[src/rtl/mc_ctrl_fsm.sv]
// mc_ctrl_fsm -- multi-cycle main control FSM for the MIPS core.
//
// Steps each instruction through fetch, decode, execute, memory and
// writeback, and drives every datapath select from the current state plus
// the opcode/funct fields of the instruction register. Memory accesses wait
// on mem_ready with no timeout.
//
// Ports:
//   clk, rst_n         clock (rising edge), synchronous active-low reset
//   op, funct          IR[31:26] and IR[5:0], stable after FETCH
//   zero               ALU zero flag, used by beq/bne
//   mem_ready          memory finishes the current read/write this cycle
//   pc_write .. ext_op datapath enables and selects
//   illegal            one-cycle pulse in DECODE on an unsupported op/funct
//   state              current state encoding, for debug
//   instr_cnt          retired-instruction counter (optional)
//
// Build option: define MC_CTRL_PERF_CNT_EN to add the instr_cnt output and
// its counter. Without it the port and logic are absent.

module mc_ctrl_fsm (
  input  logic       clk,
  input  logic       rst_n,
  input  logic [5:0] op,
  input  logic [5:0] funct,
  input  logic       zero,
  input  logic       mem_ready,
  output logic       pc_write,
  output logic       iord,
  output logic       mem_read,
  output logic       mem_write,
  output logic       ir_write,
  output logic       reg_dst,
  output logic       mem_to_reg,
  output logic       reg_write,
  output logic       alu_src_a,
  output logic [1:0] alu_src_b,
  output logic [1:0] alu_op,
  output logic [1:0] pc_src,
  output logic [1:0] ext_op,
  output logic       illegal,
  output logic [3:0] state
`ifdef MC_CTRL_PERF_CNT_EN
  ,
  output logic [31:0] instr_cnt
`endif
);

  typedef enum logic [3:0] {
    S_FETCH     = 4'd0,
    S_DECODE    = 4'd1,
    S_MEM_ADDR  = 4'd2,
    S_MEM_READ  = 4'd3,
    S_MEM_WB    = 4'd4,
    S_MEM_WRITE = 4'd5,
    S_R_EXEC    = 4'd6,
    S_R_WB      = 4'd7,
    S_BRANCH    = 4'd8,
    S_I_EXEC    = 4'd9,
    S_I_WB      = 4'd10,
    S_JUMP      = 4'd11
  } state_e;

  localparam logic [5:0] OP_RTYPE = 6'b000000;
  localparam logic [5:0] OP_J     = 6'b000010;
  localparam logic [5:0] OP_BEQ   = 6'b000100;
  localparam logic [5:0] OP_BNE   = 6'b000101;
  localparam logic [5:0] OP_ADDI  = 6'b001000;
  localparam logic [5:0] OP_ADDIU = 6'b001001;
  localparam logic [5:0] OP_SLTI  = 6'b001010;
  localparam logic [5:0] OP_ANDI  = 6'b001100;
  localparam logic [5:0] OP_ORI   = 6'b001101;
  localparam logic [5:0] OP_LW    = 6'b100011;
  localparam logic [5:0] OP_SW    = 6'b101011;

  localparam logic [5:0] F_SLL  = 6'b000000;
  localparam logic [5:0] F_SRL  = 6'b000010;
  localparam logic [5:0] F_SRA  = 6'b000011;
  localparam logic [5:0] F_ADD  = 6'b100000;
  localparam logic [5:0] F_ADDU = 6'b100001;
  localparam logic [5:0] F_SUB  = 6'b100010;
  localparam logic [5:0] F_SUBU = 6'b100011;
  localparam logic [5:0] F_AND  = 6'b100100;
  localparam logic [5:0] F_OR   = 6'b100101;
  localparam logic [5:0] F_SLT  = 6'b101010;

  state_e state_r;
  state_e next_state_s;

  // Shift functs take the shift amount from imm[10:6] via the extender.
  function automatic logic is_shift_funct(input logic [5:0] f);
    logic r;
    case (f)
      F_SLL, F_SRL, F_SRA: r = 1'b1;
      default:             r = 1'b0;
    endcase
    return r;
  endfunction

  function automatic logic is_r_funct(input logic [5:0] f);
    logic r;
    case (f)
      F_ADD, F_ADDU, F_SUB, F_SUBU, F_AND, F_OR, F_SLT,
      F_SLL, F_SRL, F_SRA: r = 1'b1;
      default:             r = 1'b0;
    endcase
    return r;
  endfunction

  // State register
  always_ff @(posedge clk) begin
    if (!rst_n) begin
      state_r <= S_FETCH;
    end else begin
      state_r <= next_state_s;
    end
  end

  // Next-state and Moore output decode
  always_comb begin
    next_state_s = S_FETCH;
    pc_write     = 1'b0;
    iord         = 1'b0;
    mem_read     = 1'b0;
    mem_write    = 1'b0;
    ir_write     = 1'b0;
    reg_dst      = 1'b0;
    mem_to_reg   = 1'b0;
    reg_write    = 1'b0;
    alu_src_a    = 1'b0;
    alu_src_b    = 2'b00;
    alu_op       = 2'b00;
    pc_src       = 2'b00;
    ext_op       = 2'b00;
    illegal      = 1'b0;
    case (state_r)
      S_FETCH: begin
        mem_read  = 1'b1;
        alu_src_b = 2'b01;
        ext_op    = 2'b01;
        // IR load and PC+4 happen together on the completing cycle.
        if (mem_ready) begin
          ir_write     = 1'b1;
          pc_write     = 1'b1;
          next_state_s = S_DECODE;
        end else begin
          next_state_s = S_FETCH;
        end
      end
      S_DECODE: begin
        // ALU computes PC + (sext(imm) << 2) into ALUOut for branches.
        alu_src_b = 2'b11;
        ext_op    = 2'b01;
        case (op)
          OP_LW, OP_SW:   next_state_s = S_MEM_ADDR;
          OP_BEQ, OP_BNE: next_state_s = S_BRANCH;
          OP_J:           next_state_s = S_JUMP;
          OP_ADDI, OP_ADDIU, OP_SLTI, OP_ANDI, OP_ORI:
                          next_state_s = S_I_EXEC;
          OP_RTYPE: begin
            if (is_r_funct(funct)) begin
              next_state_s = S_R_EXEC;
            end else begin
              illegal      = 1'b1;
              next_state_s = S_FETCH;
            end
          end
          default: begin
            illegal      = 1'b1;
            next_state_s = S_FETCH;
          end
        endcase
      end
      S_MEM_ADDR: begin
        alu_src_a = 1'b1;
        alu_src_b = 2'b10;
        ext_op    = 2'b01;
        if (op == OP_LW) begin
          next_state_s = S_MEM_READ;
        end else begin
          next_state_s = S_MEM_WRITE;
        end
      end
      S_MEM_READ: begin
        iord     = 1'b1;
        mem_read = 1'b1;
        if (mem_ready) begin
          next_state_s = S_MEM_WB;
        end else begin
          next_state_s = S_MEM_READ;
        end
      end
      S_MEM_WB: begin
        reg_write    = 1'b1;
        mem_to_reg   = 1'b1;
        next_state_s = S_FETCH;
      end
      S_MEM_WRITE: begin
        iord      = 1'b1;
        mem_write = 1'b1;
        if (mem_ready) begin
          next_state_s = S_FETCH;
        end else begin
          next_state_s = S_MEM_WRITE;
        end
      end
      S_R_EXEC: begin
        alu_src_a = 1'b1;
        alu_op    = 2'b10;
        if (is_shift_funct(funct)) begin
          alu_src_b = 2'b10;
          ext_op    = 2'b10;
        end else begin
          alu_src_b = 2'b00;
          ext_op    = 2'b01;
        end
        next_state_s = S_R_WB;
      end
      S_R_WB: begin
        reg_write    = 1'b1;
        reg_dst      = 1'b1;
        next_state_s = S_FETCH;
      end
      S_BRANCH: begin
        alu_src_a = 1'b1;
        alu_op    = 2'b01;
        pc_src    = 2'b01;
        if (((op == OP_BEQ) && zero) || ((op == OP_BNE) && !zero)) begin
          pc_write = 1'b1;
        end else begin
          pc_write = 1'b0;
        end
        next_state_s = S_FETCH;
      end
      S_I_EXEC: begin
        alu_src_a = 1'b1;
        alu_src_b = 2'b10;
        alu_op    = 2'b11;
        // Logical immediates are zero-extended, arithmetic ones sign-extended.
        if ((op == OP_ANDI) || (op == OP_ORI)) begin
          ext_op = 2'b00;
        end else begin
          ext_op = 2'b01;
        end
        next_state_s = S_I_WB;
      end
      S_I_WB: begin
        reg_write    = 1'b1;
        next_state_s = S_FETCH;
      end
      S_JUMP: begin
        pc_write     = 1'b1;
        pc_src       = 2'b10;
        next_state_s = S_FETCH;
      end
      default: begin
        // Unused encodings look like FETCH (without loading IR) and recover.
        mem_read     = 1'b1;
        alu_src_b    = 2'b01;
        ext_op       = 2'b01;
        next_state_s = S_FETCH;
      end
    endcase
  end

  assign state = state_r;

`ifdef MC_CTRL_PERF_CNT_EN
  logic        retire_s;
  logic [31:0] instr_cnt_r;

  // An instruction retires when FETCH is entered from a terminal state;
  // illegal returns from DECODE and recoveries from unused states do not.
  always_comb begin
    retire_s = 1'b0;
    if (next_state_s == S_FETCH) begin
      case (state_r)
        S_MEM_WB, S_MEM_WRITE, S_R_WB, S_BRANCH, S_I_WB, S_JUMP:
                 retire_s = 1'b1;
        default: retire_s = 1'b0;
      endcase
    end else begin
      retire_s = 1'b0;
    end
  end

  // Retired-instruction counter, wraps naturally at 2^32
  always_ff @(posedge clk) begin
    if (!rst_n) begin
      instr_cnt_r <= 32'd0;
    end else if (retire_s) begin
      instr_cnt_r <= instr_cnt_r + 32'd1;
    end else begin
      instr_cnt_r <= instr_cnt_r;
    end
  end

  assign instr_cnt = instr_cnt_r;
`endif

endmodule

[config.mk]
export PLATFORM = sky130hd
export DESIGN_NAME = mc_ctrl_fsm
export DESIGN_NICKNAME = d
export VERILOG_FILES = /design/src/rtl/mc_ctrl_fsm.sv
export SDC_FILE = /design/constraint.sdc
export NUM_CORES = 1
export LEC_CHECK = 0
export CAP_MARGIN = 20
export CORE_AREA = 2 2 44 46
export CTS_BUF_LIST = sky130_fd_sc_hd__clkbuf_2 sky130_fd_sc_hd__clkbuf_4 sky130_fd_sc_hd__clkbuf_8
export DETAILED_ROUTE_END_ITERATION = 12
export DIE_AREA = 0 0 46 48
export HOLD_SLACK_MARGIN = 0.05
export PLACE_DENSITY = 0.84
export SLEW_MARGIN = 20
export SYNTH_ARGS = -nofsm -noshare
export SYNTH_HDL_FRONTEND = slang
export SYNTH_SLANG_ARGS = --single-unit
[constraint.sdc]
create_clock -name clk -period 1.83 [get_ports clk]
set_input_delay 0.4575 -clock clk [delete_from_list [all_inputs] [get_ports clk]]
set_output_delay 0.4575 -clock clk [all_outputs]
set_load 0.01 [all_outputs]
Yosys cells after proc, flatten, opt, wreduce, memory -nomap -nowiden
Cells that the tools add are included.

storage, ports and cells
  memory bits (writable) = 0
  output and inout port bits = 22
  register bits = 4
  bits in read-only memories = 0
  memories = 0
  bits in latches = 0
  logic and storage cells = 84

operators by class
  magnitude comparators = 0
  shifts and indexed selects = 0
  bitwise operators = 0
  reduce and logical (&&, ||, !) cells = 20
  add/subtract/negate cells = 0
  divide/modulo/power cells = 0
  multipliers = 0
  multiplexer cells = 33
  equality and inequality tests = 30

operator list
  kind                                                  number
  equality test 6 bit (second input constant)           9
  equality test 6 x 4 -> 1 bit (second input constant)  5
  OR reduction 10 bit                                   3
  one-hot mux 4 bit (7 select lines)                    1
  one-hot mux 4 bit (5 select lines)                    1
  2-to-1 mux 1 bit                                      19
  equality test 6 x 2 -> 1 bit (second input constant)  3
  equality test 4 x 3 -> 1 bit (second input constant)  4
  equality test 4 bit (second input constant)           4
  equality test 6 x 3 -> 1 bit (second input constant)  2
  zero test 6 bit                                       2
  2-to-1 mux 3 bit                                      4
  one-hot mux 2 bit (3 select lines)                    2
  equality test 4 x 2 -> 1 bit (second input constant)  2
  one-hot mux 2 bit (4 select lines)                    1
  OR reduction 2 bit                                    4
  OR reduction 7 bit                                    1
  OR reduction 3 bit                                    2
  OR reduction 5 bit                                    1
  equality test 4 x 1 -> 1 bit (second input constant)  1
  zero test 4 bit                                       1
  2-to-1 mux 2 bit                                      2
  one-hot mux 2 bit (2 select lines)                    1
  OR reduction 4 bit                                    1
  other kinds (5)                                       7

Depth between registers and ports, before layout
  depth in word-level cells = 8
  depth in mapped cells = 6

Worst setup path before layout
Ideal clock, no wire load.

  kind = register -> output
  start = reg state_r[2], in the netlist state[2]
  end = out illegal
  cell stages (with the launch flop) = 6
  arrival time = 1.349 ns
  path slack = 0.024 ns
  required time = 1.372 ns
  path through = dfxtp_1 > clkbuf_1 > or2_2 > nor2_1 > o21ai_0 > a311oi_1

on the way
  cells in the longest elaborated chain, start to end = 2

ends and longest elaborated chain
  what                          RTL line  text
  start, declared               87        state_e state_r;
  start signal, assigned        115       state_r <= next_state_s;
  equality test 4 x 1 -> 1 bit  136       case (state_r)
  2-to-1 mux 1 bit              136
  end, declared                 41        output logic illegal,

Every way passes these cells.

Final worst setup path
Ends and elaborated chain as after synthesis.

==> qor.yml <==
ios: 38
worstPathRequired_ns: 1.37
hold_path_startpoint: "funct[4]"
area_delta_synth_final_pct: 116.3
r2r_setup_slack_ns: 0.39
largest_register_ffs: 4
finClkSkew_ns: 0.0003419
met3_usage_pct: 4.906
status: "finished with violations"
hold_viol: 0
ir_drop_uv: 241.8
critPathLaunch: "state[2]"
cts-root-buf: "clkbuf_4"
preCtsSetupSlack_ns: -0.8925
slew_violations: 0
synth.distinct_cells: 37
fmax_mhz: 506.7
ys.warnings.count: 0
use_met2_pct: 50.83
grtUsageMet1_pct: 29.05
busiest_layer: "met2"
synth_nets: 112
failed_checks: "setup timing"
syn_inst: 96
synth-seq-cells: 4
tritoncts: "done"
port_buffers: 37
synthFlopType: "dfxtp_1"
worstPathArrival_ns: 1.52
drt_iter0_drc: 34
start_kind: "flop"
leakagePower_nw: 0.6105
endpoint_kind: "output pin"
core_mm2: 0.001689
wirelength_um: 2916
antenna_found_initial: 0
grt_pass1_wl_um: 4250
first_pass_iters: 4
dieArea_mm2: 0.002208
hpwlAfterDp_um: 1837
overflow: 0
clkLatencyLatePin_ns: 0.25
maxCapViolations: 0
period_minus_slack_ns: 1.974
fin_nets: 180
setup_ws_ns: -0.1437
grt_usage_pct: 26.65
hp-class: "primary input to flop"
grt_max_degree: 19
vias_per_cell: 5.888
power.density_mw_per_mm2: 303.1
diodes: 0
first_global_vias: 1029
synth_area_um2: 630.6
initial_utilization_pct: 37.33
die_h_um: 48
r2r_start: "state[1]"
drc: 0
ant_nets: 0
place.gp.congestion: 0.8193
setup_viol: 4
cp_max_fo: 2
path_class: "flop to output pin"
holdBufCountCts: 0
seq_area_frac_synth_pct: 12.70
cts.path.max_buffers: 2
rows: 15
worst_pin_slew_ns: 0.2807
cts.sinks: 4
post_drt_wl_per_cell_um: 16.29
cts_buffers: 3
htreeDepth: 1
synthArstFlopShare_pct: 0
num_vias: 1054
min_period_over_period_pct: 107.9
synth_edf_count: 0
p_total_mw: 0.4133
dieWidth_um: 46
drive_above_1_share_pct: 58.64
path_clk_slew_ns: 0.04
syn_area_per_cell_um2: 6.569
slew_headroom_pct: 81.24
rsz0062_at_grt: "true"
power by group:
group	internal [mW]	switching (mW)	leakage (nW)
logic	0.105	0.0944	0.563
registers	0.0899	0.00296	0.0333
clock network	0.0741	0.0473	0.0138
total	0.269	0.145	0.611
what timing repair did:
item | in CTS | in global routing
pin swaps | 18 | 5
setup endpoints to repair | 22 | 18
setup buffers | 4 | 0
resized for setup | 144 | 26
endpoints found under the hold margin | 0 | 0
gates cloned | 0 | 0
per-stage QoR:
stage | utilization (%) | setup TNS, ns | area [µm²] | hold WS [ns] | cells
floorplan | - | 0 | 630.6 | 0.5909 | 96
global route | 80.74 | -0.6258 | 1364 | 0.6199 | 179
detailed placement | 71.33 | -6.670 | 1205 | 0.6969 | 172
finish | 80.74 | -0.3184 | 1364 | 0.5992 | 179
global placement | 71.33 | -6.017 | 1205 | 0.6868 | 172
CTS | 78.15 | -0.3126 | 1320 | 0.5927 | 179
path summary, 6_finish.rpt:
check,end,cells after the start
max,illegal,6
max reg2reg,state[0],6
min,state[2],4
min reg2reg,state[2],4
cell usage after synthesis, types with 2 or more instances:
library cell   n  area share [%]
a31oi_1        4             4.0
inv_1          3             1.8
o21ai_0       13              10
clkbuf_1       2             1.2
nor4b_1        2             2.8
a21boi_0       2             2.4
nand2_1        7             4.2
nor3b_1        2             2.4
or3b_2         2             2.8
nor2_1        10             6.0
buf_2          4             3.2
o211ai_1       2             2.4
nor3_1         6             4.8
nor4_1         2             2.0
o22ai_1        3             3.0
nand2b_1       4             4.0
nand4_1        2             2.0
a21oi_1        4             3.2
dfxtp_1        4              13
cell families (layout without fill, tap and decap cells):
group / count (synthesis) / after routing / share of synthesized area, %
muxes: 2 / 2 / 3.373
AOI/OAI and AO/OA: 36 / 36 / 35.91
DFF: 4 / 4 / 12.70
xor gates and xnor gates: 2 / 2 / 2.778
and+or+nand+nor: 42 / 42 / 37.90
buffers and inverters: 10 / 76 / 7.342
worst max-delay path, cell delays in order (launching register included):
cell and delay, ns:
dfxtp_2 0.33, buf_6 0.11, or2_4 0.26, nor2_4 0.13, o21ai_2 0.07, a311oi_1 0.20, buf_2 0.17
final cells by class:
cell class                 count  area [µm²]
timing repair buffer          70       548.0
clock buffer                   3       22.52
sequential                     4       82.58
tap                           17       21.27
multi-input combinational     82       678.2
inverter                       3       11.26
fill                         116       325.3
placed cells by master, fill, tap and decap left out, types with 3 or more instances in the layout:
cell type and instances:
a21oi_1 4, a31oi_1 3, buf_2 18, buf_4 24, buf_6 10, clkbuf_2 4
clkbuf_4 3, clkdlybuf4s15_2 3, dlygate4sd2_1 5, inv_1 3, nand2_1 5, nand2b_4 3
nor2_1 8, nor3_1 3, o21ai_0 5, o21ai_1 7, or3b_4 3
routing by layer:
layer / up-vias / part of all wire [%]
li1: 499 / -
met1: 485 / 37
met2: 58 / 53
met3: 12 / 6.6
met4: 0 / 3.5
met5: - / 0
No activity file was read; power rests on OpenSTA's default activity.
